--- src/rtl/hamming_secded_decoder.sv ---
// Pipelined Hamming SECDED decoder with valid/ready handshake and saturating error counters.
// Define SECDED_CORRECT_EN to build single-bit correction; otherwise the decoder only detects.
module hamming_secded_decoder #(
  parameter int R = 4,
  parameter int CNT_W = 16,
  localparam int CW_W = 2**R,
  localparam int D_W = 2**R - 1 - R
) (
  input  logic             clk,
  input  logic             rst,
  input  logic             in_valid,
  output logic             in_ready,
  input  logic [CW_W-1:0]  in_code,
  output logic             out_valid,
  input  logic             out_ready,
  output logic [D_W-1:0]   out_data,
  output logic             out_single,
  output logic             out_double,
  input  logic             cnt_clr,
  output logic [CNT_W-1:0] cnt_single,
  output logic [CNT_W-1:0] cnt_double
);

  function automatic logic [D_W-1:0] extract(input logic [CW_W-1:0] c);
    logic [D_W-1:0] res;
    int k;
    res = '0;
    k = 0;
    for (int i = 1; i < CW_W; i++) begin
      if ((i & (i - 1)) != 0) begin
        res[k] = c[i];
        k++;
      end
    end
    return res;
  endfunction

  function automatic logic [CNT_W-1:0] sat_inc(input logic [CNT_W-1:0] c);
    return (&c) ? c : c + CNT_W'(1);
  endfunction

  logic [R-1:0]     syn_p0;
  logic             par_p0;
  logic             dbl_p0;
  logic [CW_W-1:0]  fixed_p0;
  logic [D_W-1:0]   data_p0;
  logic             load;

  logic             vld_p1_q, vld_p1_d;
  logic [D_W-1:0]   data_p1_q;
  logic             single_p1_q;
  logic             double_p1_q;
  logic [CNT_W-1:0] cnt_single_q, cnt_single_d;
  logic [CNT_W-1:0] cnt_double_q, cnt_double_d;

  // Stage p0: syndrome, overall parity, classification and extraction
  always_comb begin
    syn_p0 = '0;
    par_p0 = 1'b0;
    for (int i = 0; i < CW_W; i++) begin
      if (in_code[i]) begin
        par_p0 = ~par_p0;
        syn_p0 = syn_p0 ^ i[R-1:0];
      end
    end
  end

  assign dbl_p0 = (syn_p0 != '0) && !par_p0;

  always_comb begin
`ifdef SECDED_CORRECT_EN
    fixed_p0 = in_code;
    if (par_p0 && (syn_p0 != '0))
      fixed_p0 = in_code ^ (CW_W'(1) << syn_p0);
`else
    fixed_p0 = in_code;
`endif
    data_p0 = dbl_p0 ? '0 : extract(fixed_p0);
  end

  assign in_ready = !vld_p1_q || out_ready;
  assign load     = in_valid && in_ready;

  always_comb begin
    vld_p1_d = vld_p1_q;
    if (load)
      vld_p1_d = 1'b1;
    else if (out_ready)
      vld_p1_d = 1'b0;

    cnt_single_d = cnt_single_q;
    cnt_double_d = cnt_double_q;
    // Clear outranks a same-cycle increment
    if (cnt_clr) begin
      cnt_single_d = '0;
      cnt_double_d = '0;
    end else if (load) begin
      if (par_p0) cnt_single_d = sat_inc(cnt_single_q);
      if (dbl_p0) cnt_double_d = sat_inc(cnt_double_q);
    end
  end

  // Stage p1: single-entry output register
  always_ff @(posedge clk) begin
    if (rst) begin
      vld_p1_q     <= 1'b0;
      data_p1_q    <= '0;
      single_p1_q  <= 1'b0;
      double_p1_q  <= 1'b0;
      cnt_single_q <= '0;
      cnt_double_q <= '0;
    end else begin
      vld_p1_q     <= vld_p1_d;
      cnt_single_q <= cnt_single_d;
      cnt_double_q <= cnt_double_d;
      if (load) begin
        data_p1_q   <= data_p0;
        single_p1_q <= par_p0;
        double_p1_q <= dbl_p0;
      end
    end
  end

  assign out_valid  = vld_p1_q;
  assign out_data   = data_p1_q;
  assign out_single = single_p1_q;
  assign out_double = double_p1_q;
  assign cnt_single = cnt_single_q;
  assign cnt_double = cnt_double_q;

endmodule

--- config.mk ---
export PLATFORM = sky130hd
export DESIGN_NAME = hamming_secded_decoder
export DESIGN_NICKNAME = d
export VERILOG_FILES = /design/src/rtl/hamming_secded_decoder.sv
export SDC_FILE = /design/constraint.sdc
export NUM_CORES = 1
export LEC_CHECK = 0
export CORE_ASPECT_RATIO = 0.9
export CORE_UTILIZATION = 51
export CTS_CLUSTER_SIZE = 10
export DETAILED_ROUTE_END_ITERATION = 12
export HOLD_SLACK_MARGIN = 0.08
export PLACE_DENSITY = 0.95
export SYNTH_ARGS = -nofsm -noshare
export SYNTH_HDL_FRONTEND = slang
export SYNTH_SLANG_ARGS = --single-unit
--- constraint.sdc ---
create_clock -name clk -period 6.5 [get_ports clk]
set_input_delay 1.95 -clock clk [delete_from_list [all_inputs] [get_ports clk]]
set_output_delay 1.95 -clock clk [all_outputs]
set_load 0.005 [all_outputs]
==> results of run 1 <==
power groups by stage:
stage          combinational (W)  sequential [W]  clock (W)
4_1_cts                 0.000214        0.000310   0.000187
3_3_place_gp            0.000204        0.000315          0
6_report                0.000214        0.000310   0.000188
2_1_floorplan           0.000155        0.000316          0
5_1_grt                 0.000231        0.000312   0.000205
3_5_place_dp            0.000212        0.000316          0
metal layers:
layer / global-route usage, % / wire length, µm / share of wire (%) / up-vias
li1: - / - / - / 1055
met4: 6.25 / 78 / 1.3 / 0
met3: 5.75 / 330 / 5.4 / 10
met2: 49.9 / 3170 / 52 / 90
met1: 31.3 / 2550 / 42 / 1076
met5: 0 / 0 / 0 / -
final cells by class:
cell class	instances	area, µm²	area share, %
clock buffer	6	82.6	2.62
clock inverter	2	12.5	0.397
inverter	5	18.8	0.595
multi-input combinational	194	1370	43.5
sequential	46	921	29.2
tap	62	77.6	2.46
timing repair buffer	67	671	21.3
cells in the mapped netlist, drive strengths merged:
cell type   n  area [µm²]
nand3      14        82.6
dfxtp      46         921
inv         5        18.8
a21oi      14        70.1
nand4b      1        8.76
nand2      15        56.3
xor3        1        23.8
or4         5        37.5
nand3b      1        7.51
and2        2        15.0
o31ai       5        37.5
and3        3        18.8
and4bb      1        12.5
buf         6        43.8
nor4b       2        17.5
or2         1        6.26
xnor3       6         135
clkbuf      5        18.8
xnor2      17         156
nor2b       1        6.26
nand2b      1        6.26
nand4       9        56.3
nor4        6        43.8
nor3        8        51.3
a22o       11        96.3
xor2       11        96.3
a21o        1        7.51
mux2i       2        20.0
o21ai      11        58.8
and4        3        28.8
or3        12        75.1
nor2       26        97.6
a31oi       1        6.26
or3b        1        8.76
ha          2        25.0
cells in the final DEF, fill, tap and decap left out, types with 2 or more instances in the layout:
cell,instances
and4_1,2
clkdlybuf4s50_1,67
or3_1,12
and3_1,3
nor3_1,7
xnor3_1,6
nand4_1,9
o21ai_1,8
xnor2_1,16
clkbuf_8,6
xor2_1,11
mux2i_1,2
nor4b_1,2
or4_1,5
inv_1,5
nand3_1,13
ha_1,2
nand2_1,15
a22o_1,11
nor2_1,26
o31ai_1,5
dfxtp_1,46
a21oi_1,14
o21ai_0,2
nor4_1,5
sequential cells by signal, summed over array words and instances, names as in the netlist:
register and count:
out_double 1, out_data 11, out_single 1, cnt_double 16, cnt_single 16, out_valid 1
kinds of logic (layout without fill, tap and decap cells):
| logic type | Yosys count | after routing | share of synthesized area (%) |
|---|---|---|---|
| buffers and inverters | 16 | 80 | 3.43 |
| AND/OR/NAND/NOR | 112 | 112 | 26.8 |
| XOR/XNOR | 35 | 35 | 17.4 |
| flip-flops | 46 | 46 | 38.8 |
| multiplexers | 2 | 2 | 0.844 |
| adder cells (fa/ha/maj) | 2 | 2 | 1.05 |
| AO/OA/AOI/OAI | 43 | 43 | 11.7 |
metrics by stage:
step | util (%) | hold WS, ps
6_report | 70.7 | 478
5_1_grt | 70.7 | 489
4_1_cts | 70.7 | 483
3_5_place_dp | 68.6 | 453
3_3_place_gp | 68.6 | 458
2_1_floorplan | - | 466
final timing paths:
path	end	cells after the start	startpoint
max reg2reg	cnt_single[9]$_SDFFE_PP0P_	7	cnt_single[10]$_SDFFE_PP0P_
min	out_data[9]$_SDFFE_PP0P_	1	out_data[9]$_SDFFE_PP0P_
max	in_ready	3	out_ready
min reg2reg	out_data[9]$_SDFFE_PP0P_	1	out_data[9]$_SDFFE_PP0P_
==> impl_metrics.ini, run 1 <==
[run_status]
status = finished clean

[cells_and_area]
diodes = 0
layout-drive-gt1-share_pct = 5.31
area_growth_pct = 32.9
nets = 342
fin_cells = 382
fin_area_mm2 = 0.00315
nFillCells = 342

[cts]
clockBufferDepth = 2
cts_max_level = 2
cts_tree = built
clk-insertion-delay-late_ps = 310
cts_setup_buffers = 0
cts_hold_buf = 0
clk_pin_slew_ps = 80
cts-root-buf = clkbuf_8
numCtsBuffers = 5
postCtsResizedCells = 0
cts_sinks = 46

[critical_path]
crit_fanout = 4
crit_slowest_cell = clkdlybuf4s50_1
worstPathRequired_ps = 4550
end_kind = output port
cpPeakStageDelay_ps = 540
crit_family = buffers and inverters
cp-start-kind = primary input
critical_path_class = primary input to output port
cp.arrival_ps = 3120
cp_common_cell = clkdlybuf4s50_1
r2r_setup_slack_ps = 4120
critPathBufInv = 2
crit_chain = clkdlybuf4s50_1 -> nand2b_1 -> clkdlybuf4s50_1

[routing]
drc = 0
wl_per_cell_um = 16.0
drt-initial-drc-count = 172
drtAntennaViolNets = 0
vias = 2231
wirelength_mm = 6.12
vias_per_cell = 5.84
first_pass_iters = 4

[pwr]
p_seq_share_pct = 43.5
p_int_w = 0.000486
p_sw_w = 0.000226
power.total_w = 0.000712
pwr-share-comb_pct = 30.1
p_leak_nw = 1.07
ir_worst_vdd_mv = 0.142
pwr_density_cell_mw_per_mm2 = 226
pwr-share-clk_pct = 26.4
p_sw_share_pct = 31.7

[placement]
dp_hpwl_mm = 4.24
placement.io_buffers = 67
gp_congestion = 0.851
place_area_mm2 = 0.00306
placedCellCount = 374
pre_cts_ws_ps = 1250

[hold_path]
hold_path.class = flip-flop to flip-flop

[floorplanning]
fp.dieW_um = 73.9
rows = 23
die_h_um = 66.7
start_util_pct = 53.2
ioPinCount = 68
dieArea_mm2 = 0.00493
core_mm2 = 0.00446

[global_routing]
grt_pass1_vias = 2155
grt-ovfl-total = 0
track_usage_pct = 26.9
antenna_found_initial = 0
grt_pass1_wl_mm = 10.0
grt_max_degree = 29

[yosys]
avgSynthCellArea_um2 = 9.27
syn_nets = 279
netlist_area_mm2 = 0.00237
seq_area_frac_synth_pct = 38.8
syn-instance-count = 256
synthDistinctLibCells = 46
yosys_warnings = 0
ys_ff_latch = 46

[timing]
hold_viol = 0
slew-limit-headroom_pct = 33.3
final.setup.tns_ps = 0
setup-violations-final = 0
layout_worst_path_cycle_share_pct = 77.9
period_minus_slack_ps = 5070
drv_slew = 0
final.setup_skew_ps = 10.6
max_freq_mhz = 197
worst_slack_ps = 1430
tightest_slew_ps = 995
rsz0062_at_grt = false

[run]
maxCapViolations = 0
Note: power is estimated with default switching activity, not from simulation.
==> inputs of run 2 (changes only) <==
--- a/config.mk
+++ b/config.mk
@@ -6,11 +6,11 @@
 export NUM_CORES = 1
 export LEC_CHECK = 0
 export CORE_ASPECT_RATIO = 0.9
-export CORE_UTILIZATION = 51
+export CORE_UTILIZATION = 48
 export CTS_CLUSTER_SIZE = 10
 export DETAILED_ROUTE_END_ITERATION = 12
 export HOLD_SLACK_MARGIN = 0.08
-export PLACE_DENSITY = 0.95
+export PLACE_DENSITY = 0.91
 export SYNTH_ARGS = -nofsm -noshare
 export SYNTH_HDL_FRONTEND = slang
 export SYNTH_SLANG_ARGS = --single-unit
==> constraint.sdc (replaced) <==
create_clock -name clk -period 4.96 [get_ports clk]
set_input_delay 1.488 -clock clk [delete_from_list [all_inputs] [get_ports clk]]
set_output_delay 1.488 -clock clk [all_outputs]
set_load 0.005 [all_outputs]
==> impl_metrics.ini, run 2 (same netlist as run 1, synthesis figures left out) <==
[routing]
drtAntennaViolNets = 0
drc = 0
drt-initial-drc-count = 112
wl_per_cell_um = 14.8
first_pass_iters = 4
vias = 2187
wirelength_mm = 5.67
vias_per_cell = 5.73

[timing]
drv_slew = 0
period_minus_slack_ps = 4550
slew-limit-headroom_pct = 31.7
final.setup_skew_ps = 7.59
hold_viol = 0
rsz0062_at_grt = false
tightest_slew_ps = 1020
final.setup.tns_ps = 0
max_freq_mhz = 220
setup-violations-final = 0
layout_worst_path_cycle_share_pct = 91.7

[pwr]
p_leak_nw = 1.07
pwr_density_cell_mw_per_mm2 = 303
power.total_w = 0.000961
ir_worst_vdd_mv = 0.184

[critical_path]
cp-start-kind = primary input
end_kind = flip-flop
crit_fanout = 25
worstPathRequired_ps = 5180
cp.arrival_ps = 4770
critical_path_class = primary input to flip-flop

[cells_and_area]
nFillCells = 374
area_growth_pct = 33.5
register_area_um2 = 921
multi_input_area_mm2 = 0.00137
layout_common_cells = 67 x clkdlybuf4s50_1, 46 x dfxtp_1, 26 x nor2_1, 16 x xnor2_1, 15 x nand2_1
layout_commonest_cell = clkdlybuf4s50_1
diodes = 0
nets = 342
layout-drive-gt1-share_pct = 5.00

[hold_path]
hold_path.class = flip-flop to flip-flop

[global_routing]
grt-ovfl-total = 0
grt_pass1_wl_mm = 9.20
track_usage_pct = 22.3
grt_pass1_vias = 1955
antenna_found_initial = 0
grt_max_degree = 29

[cts]
cts_sinks = 46
cts_hold_buf = 0
cts_setup_buffers = 0
cts_tree = built
clk-insertion-delay-late_ps = 300
clk_pin_slew_ps = 80
numCtsBuffers = 5
postCtsResizedCells = 0
cts-root-buf = clkbuf_8
cts_max_level = 2
clockBufferDepth = 2

[floorplanning]
ioPinCount = 68
fp.dieW_um = 76.1
die_h_um = 68.7
core_mm2 = 0.00460
dieArea_mm2 = 0.00523
rows = 23
start_util_pct = 51.5

[placement]
gp_congestion = 0.892
placement.io_buffers = 67
dp_hpwl_mm = 3.98

[run]
maxCapViolations = 0

[run_status]
status = finished clean
[run 2: changes by cell type in the layout (fill, tap and decap cells not counted)]
| cell | change |
|---|---|
| bufinv_16 | +1 |
| clkbuf_1 | +1 |
| clkbuf_8 | -1 |
| clkinv_2 | -1 |
[run 2: worst max-delay path, cell delays in order]
cell	delay, ps
clkdlybuf4s50_1	480
xnor2_1	290
xnor3_1	380
xnor2_1	160
xnor2_2	790
nand3_4	420
or4_1	580
a21oi_1	160
[run 2: stage by stage]
stage	instances	cell area (µm²)	hold WS [ps]	util, %	worst slack (ps)
3_3_place_gp	374	3060	456	66.4	241
5_1_grt	382	3170	502	68.8	210
3_5_place_dp	374	3060	457	66.4	150
2_1_floorplan	256	2370	466	-	1510
4_1_cts	382	3170	485	68.8	451
6_report	382	3170	478	68.8	410
[run 2: where the power goes]
| part | switching (W) | internal (W) | total [W] |
|---|---|---|---|
| Clock | 0.000126 | 0.000150 | 0.000276 |
| Combinational | 0.000146 | 0.000133 | 0.000280 |
| Sequential | 0.0000140 | 0.000391 | 0.000405 |
| Total | 0.000286 | 0.000675 | 0.000961 |
[run 2: worst paths after layout]
check,slack (ps),from,cells past startpoint,end
worst min register to register,480,out_data[7]$_SDFFE_PP0P_,1,out_data[7]$_SDFFE_PP0P_
worst max-delay path,410,in_code[12],8,cnt_double[14]$_SDFFE_PP0P_
worst min-delay path,480,out_data[7]$_SDFFE_PP0P_,1,out_data[7]$_SDFFE_PP0P_
worst max register to register,2690,cnt_single[10]$_SDFFE_PP0P_,7,cnt_single[9]$_SDFFE_PP0P_
[run 2: final cells by class]
| class | count | share of cell area [%] |
|---|---|---|
| Clock inverter | 2 | 1.18 |
| Multi-Input combinational cell | 194 | 43.2 |
| Sequential cell | 46 | 29.1 |
| Inverter | 5 | 0.592 |
| Clock buffer | 6 | 2.29 |
| Tap cell | 62 | 2.45 |
| Timing Repair Buffer | 67 | 21.2 |
[run 2: per-layer routing]
| layer | vias to the layer above | wire, µm | global-route usage, % |
|---|---|---|---|
| met1 | 1046 | 2600 | 28.4 |
| met5 | - | 0 | 0 |
| met3 | 2 | 356 | 4.61 |
| met2 | 84 | 2690 | 39.1 |
| met4 | 0 | 24 | 6.49 |
| li1 | 1055 | - | - |
==> inputs of run 3 (changes only) <==
--- a/config.mk
+++ b/config.mk
@@ -10,7 +10,7 @@
 export CTS_CLUSTER_SIZE = 10
 export DETAILED_ROUTE_END_ITERATION = 12
 export HOLD_SLACK_MARGIN = 0.08
-export PLACE_DENSITY = 0.91
+export PLACE_DENSITY = 0.84
 export SYNTH_ARGS = -nofsm -noshare
 export SYNTH_HDL_FRONTEND = slang
 export SYNTH_SLANG_ARGS = --single-unit
==> impl_metrics.ini, run 3 (same netlist as run 1, synthesis figures left out) <==
[routing]
drtAntennaViolNets = 0
vias_per_cell = 5.62
wirelength_mm = 5.36
wl_per_cell_um = 14.1
first_pass_iters = 4
drc = 0
drt-initial-drc-count = 73
vias = 2141

[cells_and_area]
layout_commonest_cell = clkdlybuf4s50_1
fin_cells = 381
area_growth_pct = 32.2
diodes = 0
layout-drive-gt1-share_pct = 5.02
nFillCells = 396
nets = 342
register_area_um2 = 921
multi_input_area_mm2 = 0.00137
layout_common_cells = 67 x clkdlybuf4s50_1, 46 x dfxtp_1, 26 x nor2_1, 16 x xnor2_1, 15 x nand2_1

[cts]
cts-root-buf = clkbuf_8
clk-insertion-delay-late_ps = 290
cts_hold_buf = 0
cts_tree = built
cts_max_level = 2
cts_setup_buffers = 0
clk_pin_slew_ps = 80
clockBufferDepth = 2
postCtsResizedCells = 0
numCtsBuffers = 5
cts_sinks = 46

[timing]
setup-violations-final = 0
hold_viol = 0
rsz0062_at_grt = false
final.setup.tns_ps = 0
max_freq_mhz = 220
slew-limit-headroom_pct = 32.7
layout_worst_path_cycle_share_pct = 91.5
whs_ps = 485
period_minus_slack_ps = 4540
final.setup_skew_ps = 4.28
tightest_slew_ps = 1000
drv_slew = 0

[critical_path]
reg2reg_depth = 7
startpoint = in_code[12]
cp.arrival_ps = 4760
crit_family = XOR/XNOR gates
critPathBufInv = 1
worstPathRequired_ps = 5180
crit_chain = clkdlybuf4s50_1 -> xnor2_1 -> xnor3_1 -> xnor2_1 -> xnor2_2 -> nand3_4 -> or4_1 -> a21oi_1
cpPeakStageDelay_ps = 780
crit_slowest_cell = xnor2_2
critical_path_class = primary input to flip-flop
rr_endpoint = cnt_single[9]$_SDFFE_PP0P_
cp-start-kind = primary input
r2r_setup_slack_ps = 2650
end_kind = flip-flop
crit_fanout = 25
rr_startpoint = cnt_single[3]$_SDFFE_PP0P_
cp_common_cell = xnor2_1

[pwr]
p_sw_w = 0.000281
pwr_density_cell_mw_per_mm2 = 287
p_int_w = 0.000619
p_leak_nw = 1.07
ir_worst_vdd_mv = 0.206
pwr-share-clk_pct = 24.2
p_seq_share_pct = 45.0
pwr-share-comb_pct = 30.8
p_sw_share_pct = 31.2

[hold_path]
hold_path_depth = 1
worstHoldStart = out_data[9]$_SDFFE_PP0P_
holdPathEnd = out_data[9]$_SDFFE_PP0P_
hold_path.class = flip-flop to flip-flop

[floorplanning]
ioPinCount = 68
core_mm2 = 0.00460
dieArea_mm2 = 0.00523
die_h_um = 68.7
start_util_pct = 51.5
fp.dieW_um = 76.1
rows = 23

[global_routing]
grt_max_degree = 29
grt-ovfl-total = 0
grt_pass1_wl_mm = 8.61
grt_pass1_vias = 1822
track_usage_pct = 20.6
antenna_found_initial = 0

[placement]
dp_hpwl_mm = 3.86
gp_congestion = 0.817
placedCellCount = 374
placement.io_buffers = 67

[run_status]
status = finished clean

[run]
maxCapViolations = 0
[run 3: per-layer routing]
| metal | global-route usage (%) | part of all wire [%] |
|---|---|---|
| met5 | 0 | 0 |
| met4 | 6.01 | 0.62 |
| met3 | 4.87 | 5.2 |
| met2 | 34.8 | 48 |
| met1 | 26.8 | 46 |
[run 3: cell type report]
| cell class | count | share of cell area [%] |
|---|---|---|
| Tap cell | 62 | 2.47 |
| Timing Repair Buffer | 67 | 21.4 |
| Multi-Input combinational cell | 194 | 43.7 |
| Clock inverter | 2 | 0.319 |
| Sequential cell | 46 | 29.4 |
| Inverter | 5 | 0.598 |
| Clock buffer | 5 | 2.19 |
[run 3: worst reg2reg max path: cells and delay by family (launching register included)]
family	cells	cell delay, ps
XOR/XNOR	1	160
flip-flops	1	450
AND/OR/NAND/NOR	6	1580
[run 3: how the worst max path moves through the flow]
stage,to,cells after the start
floorplan,cnt_double[0]$_SDFFE_PP0P_,9
global placement,cnt_double[11]$_SDFFE_PP0P_,8
detailed placement,cnt_double[14]$_SDFFE_PP0P_,8
CTS,cnt_double[9]$_SDFFE_PP0P_,8
global route,cnt_double[14]$_SDFFE_PP0P_,7
finish,cnt_double[9]$_SDFFE_PP0P_,8
[run 3: stage by stage]
step                area (µm²)  utilization (%)  total power (W)  worst slack [ps]
global route              3140             68.1         0.000946               177
CTS                       3140             68.1         0.000902               429
global placement          3060             66.4         0.000682               272
finish                    3140             68.1         0.000900               424
floorplan                 2370                -         0.000617              1510
detailed placement        3060             66.4         0.000689               148
[run 3: power groups by stage]
stage               logic, W  clock network [W]  registers [W]
detailed placement  0.000276                  0       0.000413
global route        0.000298           0.000240       0.000408
floorplan           0.000203                  0       0.000414
global placement    0.000270                  0       0.000413
CTS                 0.000278           0.000220       0.000405
finish              0.000277           0.000217       0.000405
